`src/rtl/instr_loader.sv`:
```
// Boot-time instruction loader: parses a length-prefixed little-endian byte stream
// and writes one 32-bit word per cache write, holding the CPU for the whole load.
module instr_loader #(
    parameter int unsigned MAX_WORDS      = 1024,
    parameter logic [63:0] BASE_ADDR      = 64'h0,
    parameter int unsigned TIMEOUT_CYCLES = 1000000
) (
    input  logic        clk_i,
    input  logic        rst_ni,
    input  logic        start_i,
    input  logic        byte_valid_i,
    input  logic [7:0]  byte_i,
    output logic        byte_ready_o,
    output logic        wr_instr_en_o,
    output logic [31:0] wr_instr_o,
    output logic [63:0] wr_addr_o,
    output logic        cpu_hold_o,
    output logic        done_o,
    output logic        err_o
);

    localparam int unsigned IdxW = $clog2(MAX_WORDS + 1);
    localparam int unsigned TmoW = $clog2(TIMEOUT_CYCLES + 1);

    typedef enum logic [2:0] {
        S_IDLE, S_HDR, S_DATA, S_WRITE, S_DONE, S_ERR
    } state_e;

    state_e          state_q, state_d;
    logic [1:0]      bcnt_q, bcnt_d;
    logic [IdxW-1:0] idx_q, idx_d;
    logic [31:0]     len_q, len_d;
    logic [31:0]     shift_q, shift_d;
    logic [TmoW-1:0] tmo_q, tmo_d;
    logic [31:0]     instr_q, instr_d;
    logic [63:0]     addr_q, addr_d;
    logic            ready_q, wr_en_q, hold_q, done_q, err_q;

    logic            xfer;
    logic [31:0]     len_next;
    logic [31:0]     shift_next;
    logic            tmo_hit;

    assign xfer       = byte_valid_i & ready_q;
    assign len_next   = {byte_i, len_q[31:8]};
    assign shift_next = {byte_i, shift_q[31:8]};
    assign tmo_hit    = (tmo_q == TmoW'(TIMEOUT_CYCLES - 1));

    // Next-state and datapath update
    always_comb begin
        state_d = state_q;
        bcnt_d  = bcnt_q;
        idx_d   = idx_q;
        len_d   = len_q;
        shift_d = shift_q;
        tmo_d   = tmo_q;
        instr_d = instr_q;
        addr_d  = addr_q;

        case (state_q)
            S_IDLE, S_ERR: begin
                if (start_i) begin
                    state_d = S_HDR;
                    bcnt_d  = 2'd0;
                    idx_d   = '0;
                    tmo_d   = '0;
                end
            end
            S_HDR: begin
                if (xfer) begin
                    len_d  = len_next;
                    bcnt_d = bcnt_q + 2'd1;
                    tmo_d  = '0;
                    if (bcnt_q == 2'd3) begin
                        if (len_next == 32'd0)
                            state_d = S_DONE;
                        else if (len_next > 32'(MAX_WORDS))
                            state_d = S_ERR;
                        else
                            state_d = S_DATA;
                    end
                end else if (tmo_hit) begin
                    state_d = S_ERR;
                end else begin
                    tmo_d = tmo_q + TmoW'(1);
                end
            end
            S_DATA: begin
                if (xfer) begin
                    shift_d = shift_next;
                    bcnt_d  = bcnt_q + 2'd1;
                    tmo_d   = '0;
                    if (bcnt_q == 2'd3) begin
                        state_d = S_WRITE;
                        instr_d = shift_next;
                        addr_d  = BASE_ADDR + (64'(idx_q) << 2);
                    end
                end else if (tmo_hit) begin
                    state_d = S_ERR;
                end else begin
                    tmo_d = tmo_q + TmoW'(1);
                end
            end
            S_WRITE: begin
                if (32'(idx_q) == len_q - 32'd1) begin
                    state_d = S_DONE;
                end else begin
                    idx_d   = idx_q + IdxW'(1);
                    state_d = S_DATA;
                end
            end
            S_DONE:  state_d = S_IDLE;
            default: state_d = S_IDLE;
        endcase
    end

    // State, datapath and outputs registered from the next state
    always_ff @(posedge clk_i or negedge rst_ni) begin
        if (!rst_ni) begin
            state_q <= S_IDLE;
            bcnt_q  <= 2'd0;
            idx_q   <= '0;
            len_q   <= 32'd0;
            shift_q <= 32'd0;
            tmo_q   <= '0;
            instr_q <= 32'd0;
            addr_q  <= 64'd0;
            ready_q <= 1'b0;
            wr_en_q <= 1'b0;
            hold_q  <= 1'b0;
            done_q  <= 1'b0;
            err_q   <= 1'b0;
        end else begin
            state_q <= state_d;
            bcnt_q  <= bcnt_d;
            idx_q   <= idx_d;
            len_q   <= len_d;
            shift_q <= shift_d;
            tmo_q   <= tmo_d;
            instr_q <= instr_d;
            addr_q  <= addr_d;
            ready_q <= (state_d == S_HDR) || (state_d == S_DATA);
            wr_en_q <= (state_d == S_WRITE);
            hold_q  <= (state_d == S_HDR) || (state_d == S_DATA) ||
                       (state_d == S_WRITE) || (state_d == S_ERR);
            done_q  <= (state_d == S_DONE);
            err_q   <= (state_d == S_ERR);
        end
    end

    assign byte_ready_o  = ready_q;
    assign wr_instr_en_o = wr_en_q;
    assign wr_instr_o    = instr_q;
    assign wr_addr_o     = addr_q;
    assign cpu_hold_o    = hold_q;
    assign done_o        = done_q;
    assign err_o         = err_q;

endmodule

```
`config.mk`:
```
export PLATFORM = sky130hd
export DESIGN_NAME = instr_loader
export DESIGN_NICKNAME = d
export VERILOG_FILES = /design/src/rtl/instr_loader.sv
export SDC_FILE = /design/constraint.sdc
export NUM_CORES = 1
export LEC_CHECK = 0
export ABC_AREA = 1
export CORE_MARGIN = 3
export CORE_UTILIZATION = 40
export CTS_CLUSTER_DIAMETER = 100
export CTS_CLUSTER_SIZE = 28
export DETAILED_ROUTE_END_ITERATION = 8
export MAX_ROUTING_LAYER = met4
export PLACE_DENSITY = 0.6
export SYNTH_ARGS = -nofsm -noshare
export SYNTH_HDL_FRONTEND = slang
export SYNTH_SLANG_ARGS = --single-unit
export TNS_END_PERCENT = 50
```
`constraint.sdc`:
```
create_clock -name clk_i -period 2.7 [get_ports clk_i]
set_input_delay 0.54 -clock clk_i [delete_from_list [all_inputs] [get_ports clk_i]]
set_output_delay 0.54 -clock clk_i [all_outputs]
set_load 0.01 [all_outputs]
```
Yosys cells after proc, flatten, opt, wreduce, memory -nomap -nowiden
Index checks and enable logic that the tools add are counted.
{"block": "classes", "n_eq_ne": 16, "order_cmp": 1, "n_addsub": 4, "bitwise": 1, "mux": 20, "n_reduce_logical": 15}
{"cell": "20-bit two-way mux", "n": 3}
{"cell": "20-bit case mux with 2 select lines", "n": 1}
{"cell": "11-bit by 32-bit equality test with 1-bit output", "n": 1}
{"cell": "32-bit by 11-bit > comparator with 1-bit output, second input constant", "n": 1}
{"cell": "32-bit zero test", "n": 1}
{"cell": "32-bit by 1-bit subtractor with 32-bit output, second input constant", "n": 1}
{"cell": "3-bit two-way mux", "n": 9}
{"cell": "11-bit two-way mux", "n": 2}
{"cell": "11-bit case mux with 2 select lines", "n": 1}
{"cell": "20-bit by 1-bit adder with 20-bit output, second input constant", "n": 1}
{"cell": "20-bit equality test, second input constant", "n": 1}
{"cell": "3-bit by 2-bit equality test with 1-bit output, second input constant", "n": 4}
{"cell": "3-bit case mux with 4 select lines", "n": 1}
{"cell": "3-bit AND reduction", "n": 4}
{"cell": "11-bit by 1-bit adder with 11-bit output, second input constant", "n": 1}
{"cell": "3-bit equality test, second input constant", "n": 3}
{"cell": "3-bit by 1-bit equality test with 1-bit output, second input constant", "n": 2}
{"cell": "2-bit two-way mux", "n": 2}
{"cell": "2-bit inequality test, second input constant", "n": 2}
{"cell": "2-bit case mux with 2 select lines", "n": 1}
{"cell": "2-bit AND reduction", "n": 2}
{"cell": "2-bit nonzero test", "n": 2}
{"cell": "2-bit OR reduction", "n": 2}
{"cell": "3-bit zero test", "n": 1}
{"cell": "other kinds (6)", "n": 8}
{"block": "word_totals", "regBits": 148, "output_inout_bits": 101}

Longest topological paths before layout
Gate-level depths: netlist of the first run.
{"block": "logic_depth", "ltp_word": 10, "ltp_mapped": 20}

Worst setup path before layout of the first run
OpenSTA, ideal clock, no wires.
{"block": "synth_timing", "kind": "flip-flop to flip-flop", "start": "register len_q[0]", "end": "register idx_q[2]", "stages_incl_launch_ff": 18, "required_ns": 2.583, "path_buffers": 2, "t_arrival_ns": 2.110, "synth_period_minus_slack_ns": 2.227, "setup_ns": 0.117, "setup_slack_ns": 0.473, "path_cell_list": "dfrtp_1 > inv_1 > ha_1 > buf_2 > nand2_1 > nor2_1 > nand3_1 > o21ai_0 > nand2_1 > nor2_1 > nand2_1 > nor2_1 > nand3_1 > nand2_2 > nand2_2 > buf_2 > nand3_1 > nand2_1"}
{"block": "synth_between", "elab_chain_cells": 4}
{"element": "start: declaration", "line_no": "32", "rtl": "logic [31:0] len_q, len_d;"}
{"element": "start signal: assignment", "line_no": "137", "rtl": "len_q <= len_d;"}
{"element": "32-bit by 1-bit subtractor with 32-bit output", "line_no": "105", "rtl": "if (32'(idx_q) == len_q - 32'd1) begin"}
{"element": "11-bit by 32-bit equality test with 1-bit output", "line_no": "105"}
{"element": "2-bit inequality test (no source line)"}
{"element": "3-bit AND reduction (no source line)"}
{"element": "end signal: assignment", "line_no": "136", "rtl": "idx_q <= idx_d;"}
{"element": "end: declaration", "line_no": "31", "rtl": "logic [IdxW-1:0] idx_q, idx_d;"}
Every way passes these cells.
A chain may end at the register's enable or synchronous reset.

Worst setup path in the final report of the first run
{"block": "layout_timing", "start": "register len_q[5]", "end": "register idx_q[2]"}
Same word-level chain as after synthesis.

==> impl_metrics.env, run 1 <==
export IMPL_antenna_cells=0
export IMPL_drt_iter0_drc=505
export IMPL_ios=113
export IMPL_drt_pass1_iter_count=5
export IMPL_synth_area_leader_cell="dfrtp_1"
export IMPL_core_area_sq_um=19080
export IMPL_start_kind="register"
export IMPL_power_density_nw_per_um2=930.1
export IMPL_arrival_ns=2.80
export IMPL_nets=1164
export IMPL_grt_pass1_wl_um=35640
export IMPL_synthFlopType="dfrtp_1"
export IMPL_syn2layout_area_growth_pct=18.07
export IMPL_h_tree_depth=4
export IMPL_critPathRequiredTime_ns=3.02
export IMPL_start_util_pct=41.48
export IMPL_ff2ff_setup_slack_ns=0.22
export IMPL_fin_skew_ns=0.01217
export IMPL_rr_endpoint="idx_q[2]"
export IMPL_min_path_type="in -> async"
export IMPL_cts_buffer_depth=2
export IMPL_numClockSinks=140
export IMPL_endpoint="idx_q[2]"
export IMPL_rsz0062_at_grt="false"
export IMPL_setup_tns_ns=0
export IMPL_seq_area_frac_synth_pct=44.26
export IMPL_setup_viol=0
export IMPL_hold_viol_final=0
export IMPL_p_leak_uw=0.004477
export IMPL_clock_latency_ns=0.44
export IMPL_drc=0
export IMPL_min_period_ns=2.476
export IMPL_drv_slew=0
export IMPL_grt_pass1_vias=6555
export IMPL_synth_area_top_cells="dfrtp_1 (44%), nand2_1 (14%), o21ai_0 (7.3%)"
export IMPL_status="finished, final reports clean"
export IMPL_synthArstFlopShare_pct=100.0
export IMPL_cts_tree="built"
export IMPL_drive_gt1_share_pct=7.752
export IMPL_num_rows=50
export IMPL_fill_cells=1963
export IMPL_cts_root_buf="clkbuf_16"
export IMPL_timing_fmax_mhz=403.8
export IMPL_rr_startpoint="len_q[5]"
export IMPL_synth_top_cell_area_share_pct=44.26
export IMPL_synth_seq_cells=140
export IMPL_clkSlewWorstSetupHoldPaths_ns=0.08
export IMPL_finalCoreUtilization_pct=48.98
export IMPL_end_kind="register"
export IMPL_vdd_drop_max_v=0.0006401
export IMPL_avgRoutedWirePerCell_um=15.33
export IMPL_die_w_um=146.7
export IMPL_synth_area_sq_um=7915
export IMPL_dieArea_sq_um=21510
export IMPL_avgSynthCellArea_sq_um=7.329
export IMPL_num_vias=6942
export IMPL_ff2ff_path_depth=15
export IMPL_yosys_warnings=0
export IMPL_fin_crit_sh_pct=91.72
export IMPL_dpl_hpwl_um=16600
export IMPL_crit_path_start="len_q[5]"
export IMPL_io_buffers=59
export IMPL_worstSetupPathType="reg -> reg"
export IMPL_grt_ovfl_total=0
export IMPL_maxCapViolCount=0
export IMPL_synth_edf_count=0
export IMPL_gp_congestion=0.9496
export IMPL_cts_buffers=17
export IMPL_synth_cell_types=39
export IMPL_critPathMaxFanout=10
export IMPL_wl_um=21790
export IMPL_post_cts_setup_buffers=0
export IMPL_antenna_found_initial=0
export IMPL_die_y_um=146.7
export IMPL_synthCells=1080
export IMPL_track_usage_pct=21.45
export IMPL_ant_nets=0
export IMPL_via_per_inst=4.885
export IMPL_grt_max_degree=87
[metrics by stage]
step	instances	setup slack, ns	power [uW]	hold slack, ns	area, sq um
detailed placement	1389	0.1429	6228	0.4713	8706
global route	1421	0.0004632	9307	0.04620	9345
floorplan	1132	0.4729	5122	0.2444	8110
global placement	1389	0.1305	6249	0.4618	8706
CTS	1421	0.1293	8652	0.03465	9318
finish	1421	0.2236	8692	0.02222	9345
[where the power goes]
| group | switching, uW | internal, uW |
|---|---|---|
| Combinational | 2400 | 1120 |
| Clock | 1120 | 1260 |
| Sequential | 405 | 2380 |
[worst max-delay path, stage by stage (launching register included)]
cell and delay (ns):
dfrtp_1 0.46, nor2_2 0.21, nand2_2 0.14, nor2_8 0.23
nand2_2 0.12, o21ai_1 0.22, nand2_1 0.09, nor2_1 0.09
nand2_1 0.07, nor2_1 0.12, nand3_1 0.12, nand2_2 0.12
nand2_2 0.09, buf_4 0.17, nand3_1 0.07, nand2_1 0.06
[cell type report]
| class | instances | area [sq um] | share of cell area (%) |
|---|---|---|---|
| flip-flops and latches | 140 | 3503 | 37.49 |
| clock buffers | 17 | 425.4 | 4.552 |
| multi-input cells | 779 | 3633 | 38.88 |
| repair buffers | 79 | 779.5 | 8.341 |
| clock inverters | 15 | 186.4 | 1.995 |
| well taps | 260 | 325.3 | 3.481 |
| inverters | 131 | 491.7 | 5.262 |
[state kept, by name, indices dropped and copies added, names as in the netlist]
name and flops:
len_q 32, wr_instr_o 32, shift_q 24, tmo_q 20
idx_q 11, wr_addr_o 11, state_q 3, bcnt_q 2
byte_ready_o 1, cpu_hold_o 1, done_o 1, err_o 1
wr_instr_en_o 1
[what timing repair did]
item | in CTS | in global routing
hold buffers | 0 | 0
endpoints found under the setup margin | 0 | 14
resized for setup | 0 | 6
[cell usage after synthesis (2+ instances only)]
| master | number |
|---|---|
| ha_1 | 4 |
| o21a_1 | 4 |
| a21oi_1 | 19 |
| inv_1 | 127 |
| xor2_1 | 11 |
| nor3_1 | 11 |
| nor2_2 | 8 |
| buf_2 | 4 |
| o21ai_1 | 8 |
| o21ai_0 | 115 |
| a31oi_1 | 2 |
| nand3b_1 | 2 |
| nor3b_1 | 5 |
| buf_4 | 53 |
| nor2_1 | 111 |
| nand2_2 | 11 |
| nand4_1 | 26 |
| nor2_4 | 4 |
| or2_2 | 2 |
| clkbuf_1 | 23 |
| inv_2 | 3 |
| nor2_8 | 2 |
| xnor2_1 | 3 |
| nor4_1 | 8 |
| nand3_1 | 65 |
| nand2_1 | 297 |
| dfrtp_1 | 140 |
[cell families (layout without fill, tap and decap cells)]
logic type | count (synthesis) | in the layout | share of synthesized area, %
compound gates | 152 | 152 | 9.927
fa+ha+maj | 4 | 4 | 0.6323
simple gates | 555 | 555 | 30.52
flops | 140 | 140 | 44.26
other cells | 1 | 53 | 0.04738
xor+xnor | 15 | 15 | 1.834
buf+inv | 213 | 242 | 12.77
[how the worst min path moves through the flow]
stage	cells after the start	endpoint	slack, ns	startpoint
2_1_floorplan	0	bcnt_q[0]	0.24	rst_ni
3_3_place_gp	2	wr_addr_o[12]	0.46	wr_addr_o[12]
3_5_place_dp	2	shift_q[8]	0.47	shift_q[16]
4_1_cts	1	wr_instr_o[4]	0.03	rst_ni
5_1_grt	1	wr_instr_o[4]	0.05	rst_ni
6_report	1	wr_instr_o[4]	0.02	rst_ni
[placed cells by master (no fill, tap or decap), drive strengths merged, types with 8 or more instances in the layout]
master | synthesis | final
inv | 130 | 140
conb | 1 | 53
nor2 | 125 | 125
a21oi | 19 | 19
nand4 | 26 | 26
clkdlybuf4s50 | 0 | 58
o21ai | 123 | 123
xor2 | 11 | 11
clkbuf | 23 | 17
nor3 | 12 | 12
nand3 | 65 | 65
dfrtp | 140 | 140
nor4 | 8 | 8
nand2 | 308 | 308
buf | 59 | 21
[metal layers]
layer	up-vias	track usage [%]	routed length, um
li1	3481	-	-
met2	189	30.93	9626
met4	0	6.773	387
met3	28	3.507	1145
met5	-	-	0
met1	3244	30.93	10630
Note: power is estimated with default switching activity, not from simulation.
==> run 2, diff against run 1 <==
Settings changed: CORE_MARGIN 3 to default.
==> impl_metrics.env, run 2 (synthesis results as in run 1) <==
export IMPL_critPathSlowestCell="dfrtp_1"
export IMPL_setup_ws_ns=0.2204
export IMPL_core_area_sq_um=19400
export IMPL_path_cells="nor2_2, nand2_2, nor2_8, nand2_2, o21ai_1, nand2_1, nor2_1, nand2_1, nor2_1, nand3_1, nand2_2, nand2_4, nand2_4, nand2_1, nand2_1"
export IMPL_wl_met2_um=9612
export IMPL_dieArea_sq_um=20350
export IMPL_h_tree_depth=4
export IMPL_avgRoutedWirePerCell_um=15.17
export IMPL_hold_viol_final=0
export IMPL_die_y_um=142.7
export IMPL_die_w_um=142.7
export IMPL_setup_tns_ns=0
export IMPL_critPathMaxFanout=12
export IMPL_io_buffers=59
export IMPL_worstSetupPathType="reg -> reg"
export IMPL_gp_congestion=0.9785
export IMPL_setup_viol=0
export IMPL_p_leak_uw=0.004500
export IMPL_grt_pass1_wl_um=34830
export IMPL_rsz0062_at_grt="false"
export IMPL_rr_endpoint="idx_q[5]"
export IMPL_cp_buffers_inverters=0
export IMPL_endpoint="idx_q[5]"
export IMPL_timing_fmax_mhz=403.3
export IMPL_ant_nets=0
export IMPL_antenna_found_initial=0
export IMPL_ff2ff_setup_slack_ns=0.22
export IMPL_start_kind="register"
export IMPL_grt_pass1_vias=6408
export IMPL_start_util_pct=40.80
export IMPL_wl_met3_um=1092
export IMPL_numClockSinks=140
export IMPL_dp_slack_ns=0.02197
export IMPL_drc=0
export IMPL_status="finished, final reports clean"
export IMPL_num_rows=51
export IMPL_end_kind="register"
export IMPL_place_inst=1397
export IMPL_crit_path_start="len_q[4]"
export IMPL_ios=113
export IMPL_grt_ovfl_total=0
export IMPL_cts_buffers=17
export IMPL_final_cell_mix="nand2_1 (297), dfrtp_1 (140), inv_1 (125)"
export IMPL_fin_crit_sh_pct=91.84
export IMPL_ff2ff_path_depth=15
export IMPL_min_period_ns=2.480
export IMPL_clock_latency_ns=0.44
export IMPL_antenna_cells=0
export IMPL_syn2layout_area_growth_pct=18.72
export IMPL_final_cells=1429
export IMPL_drt_met1_wl_um=10610
export IMPL_worst_path_stages=15
export IMPL_critical_path_max_stage_delay_ns=0.45
export IMPL_worstMarginPinSlew_ns=0.5854
export IMPL_drt_pass1_iter_count=5
export IMPL_nets=1167
export IMPL_power_density_nw_per_um2=934.1
export IMPL_clkSlewWorstSetupHoldPaths_ns=0.07
export IMPL_drt_iter0_drc=604
export IMPL_drive_gt1_share_pct=8.162
export IMPL_maxCapViolCount=0
export IMPL_arrival_ns=2.85
export IMPL_min_path_type="in -> async"
export IMPL_rr_startpoint="len_q[4]"
export IMPL_ctsHoldBuffers=0
export IMPL_critPathRequiredTime_ns=3.07
export IMPL_grt_max_degree=64
export IMPL_track_usage_pct=23.26
export IMPL_dpl_hpwl_um=16490
export IMPL_top_layer_used="met4"
export IMPL_layout_commonest_cell="nand2_1"
export IMPL_wl_um=21680
export IMPL_critPathTopFamily="simple AND/OR/NAND/NOR gates"
export IMPL_fin_skew_ns=0.01559
export IMPL_register_area_sq_um=3503
export IMPL_fill_cells=1975
export IMPL_multi_input_area_sq_um=3643
export IMPL_vdd_drop_max_v=0.0005725
export IMPL_via_per_inst=4.915
export IMPL_cts_root_buf="clkbuf_16"
export IMPL_cts_tree="built"
export IMPL_post_cts_setup_buffers=0
export IMPL_cpMostUsedCell="nand2_1"
export IMPL_cts_buffer_depth=2
export IMPL_relSlewSlack_pct=60.97
export IMPL_num_vias=7024
export IMPL_drv_slew=0
[run 2: layout make-up]
class                   count  area share, %
clock buffers              17          4.527
clock inverters            15          1.984
inverters                 131          5.233
multi-input cells         779          38.77
flip-flops and latches    140          37.28
well taps                 265          3.529
repair buffers             82          8.668
[run 2: worst min-delay path by stage]
stage	endpoint	slack, ns	cells past startpoint
final	tmo_q[5]	0.1	1
after global routing	tmo_q[5]	0.13	1
after CTS	tmo_q[5]	0.11	1
after detailed placement	wr_addr_o[12]	0.47	2
after global placement	wr_addr_o[12]	0.46	2
after floorplan	bcnt_q[0]	0.24	0
[run 2: through the flow]
step	hold WS (ns)	cell area, sq um	power (uW)	utilization (%)
after floorplan	0.2444	8110	5122	-
after global placement	0.4592	8747	6306	45.09
after detailed placement	0.4704	8747	6295	45.09
after CTS	0.1106	9359	8697	48.25
after global routing	0.1334	9397	9335	48.44
final	0.09606	9397	8778	48.44
[run 2: report_power, final]
part | leakage (uW) | internal (uW) | total, uW | switching, uW
registers | 0.00178 | 2380 | 2790 | 405
logic | 0.00243 | 1160 | 3610 | 2450
clock network | 0.000297 | 1260 | 2380 | 1120
[run 2: what timing repair did]
action,CTS,global route
endpoints found under the hold margin,0,0
resized for setup,0,10
endpoints found under the setup margin,0,13
[run 2: metal layers]
metal	up-vias	track usage, %
met1	3313	33.31
met2	201	33.69
met3	28	3.957
met4	0	6.452
li1	3482	-
met5	-	-
[run 2: worst reg2reg max path, stage by stage, from the launching register on]
cell and delay (ns):
dfrtp_1 0.45, nor2_2 0.21, nand2_2 0.17, nor2_8 0.23, nand2_2 0.11, o21ai_1 0.19
nand2_1 0.07, nor2_1 0.13, nand2_1 0.08, nor2_1 0.11, nand3_1 0.14, nand2_2 0.14
nand2_4 0.12, nand2_4 0.15, nand2_1 0.06, nand2_1 0.06
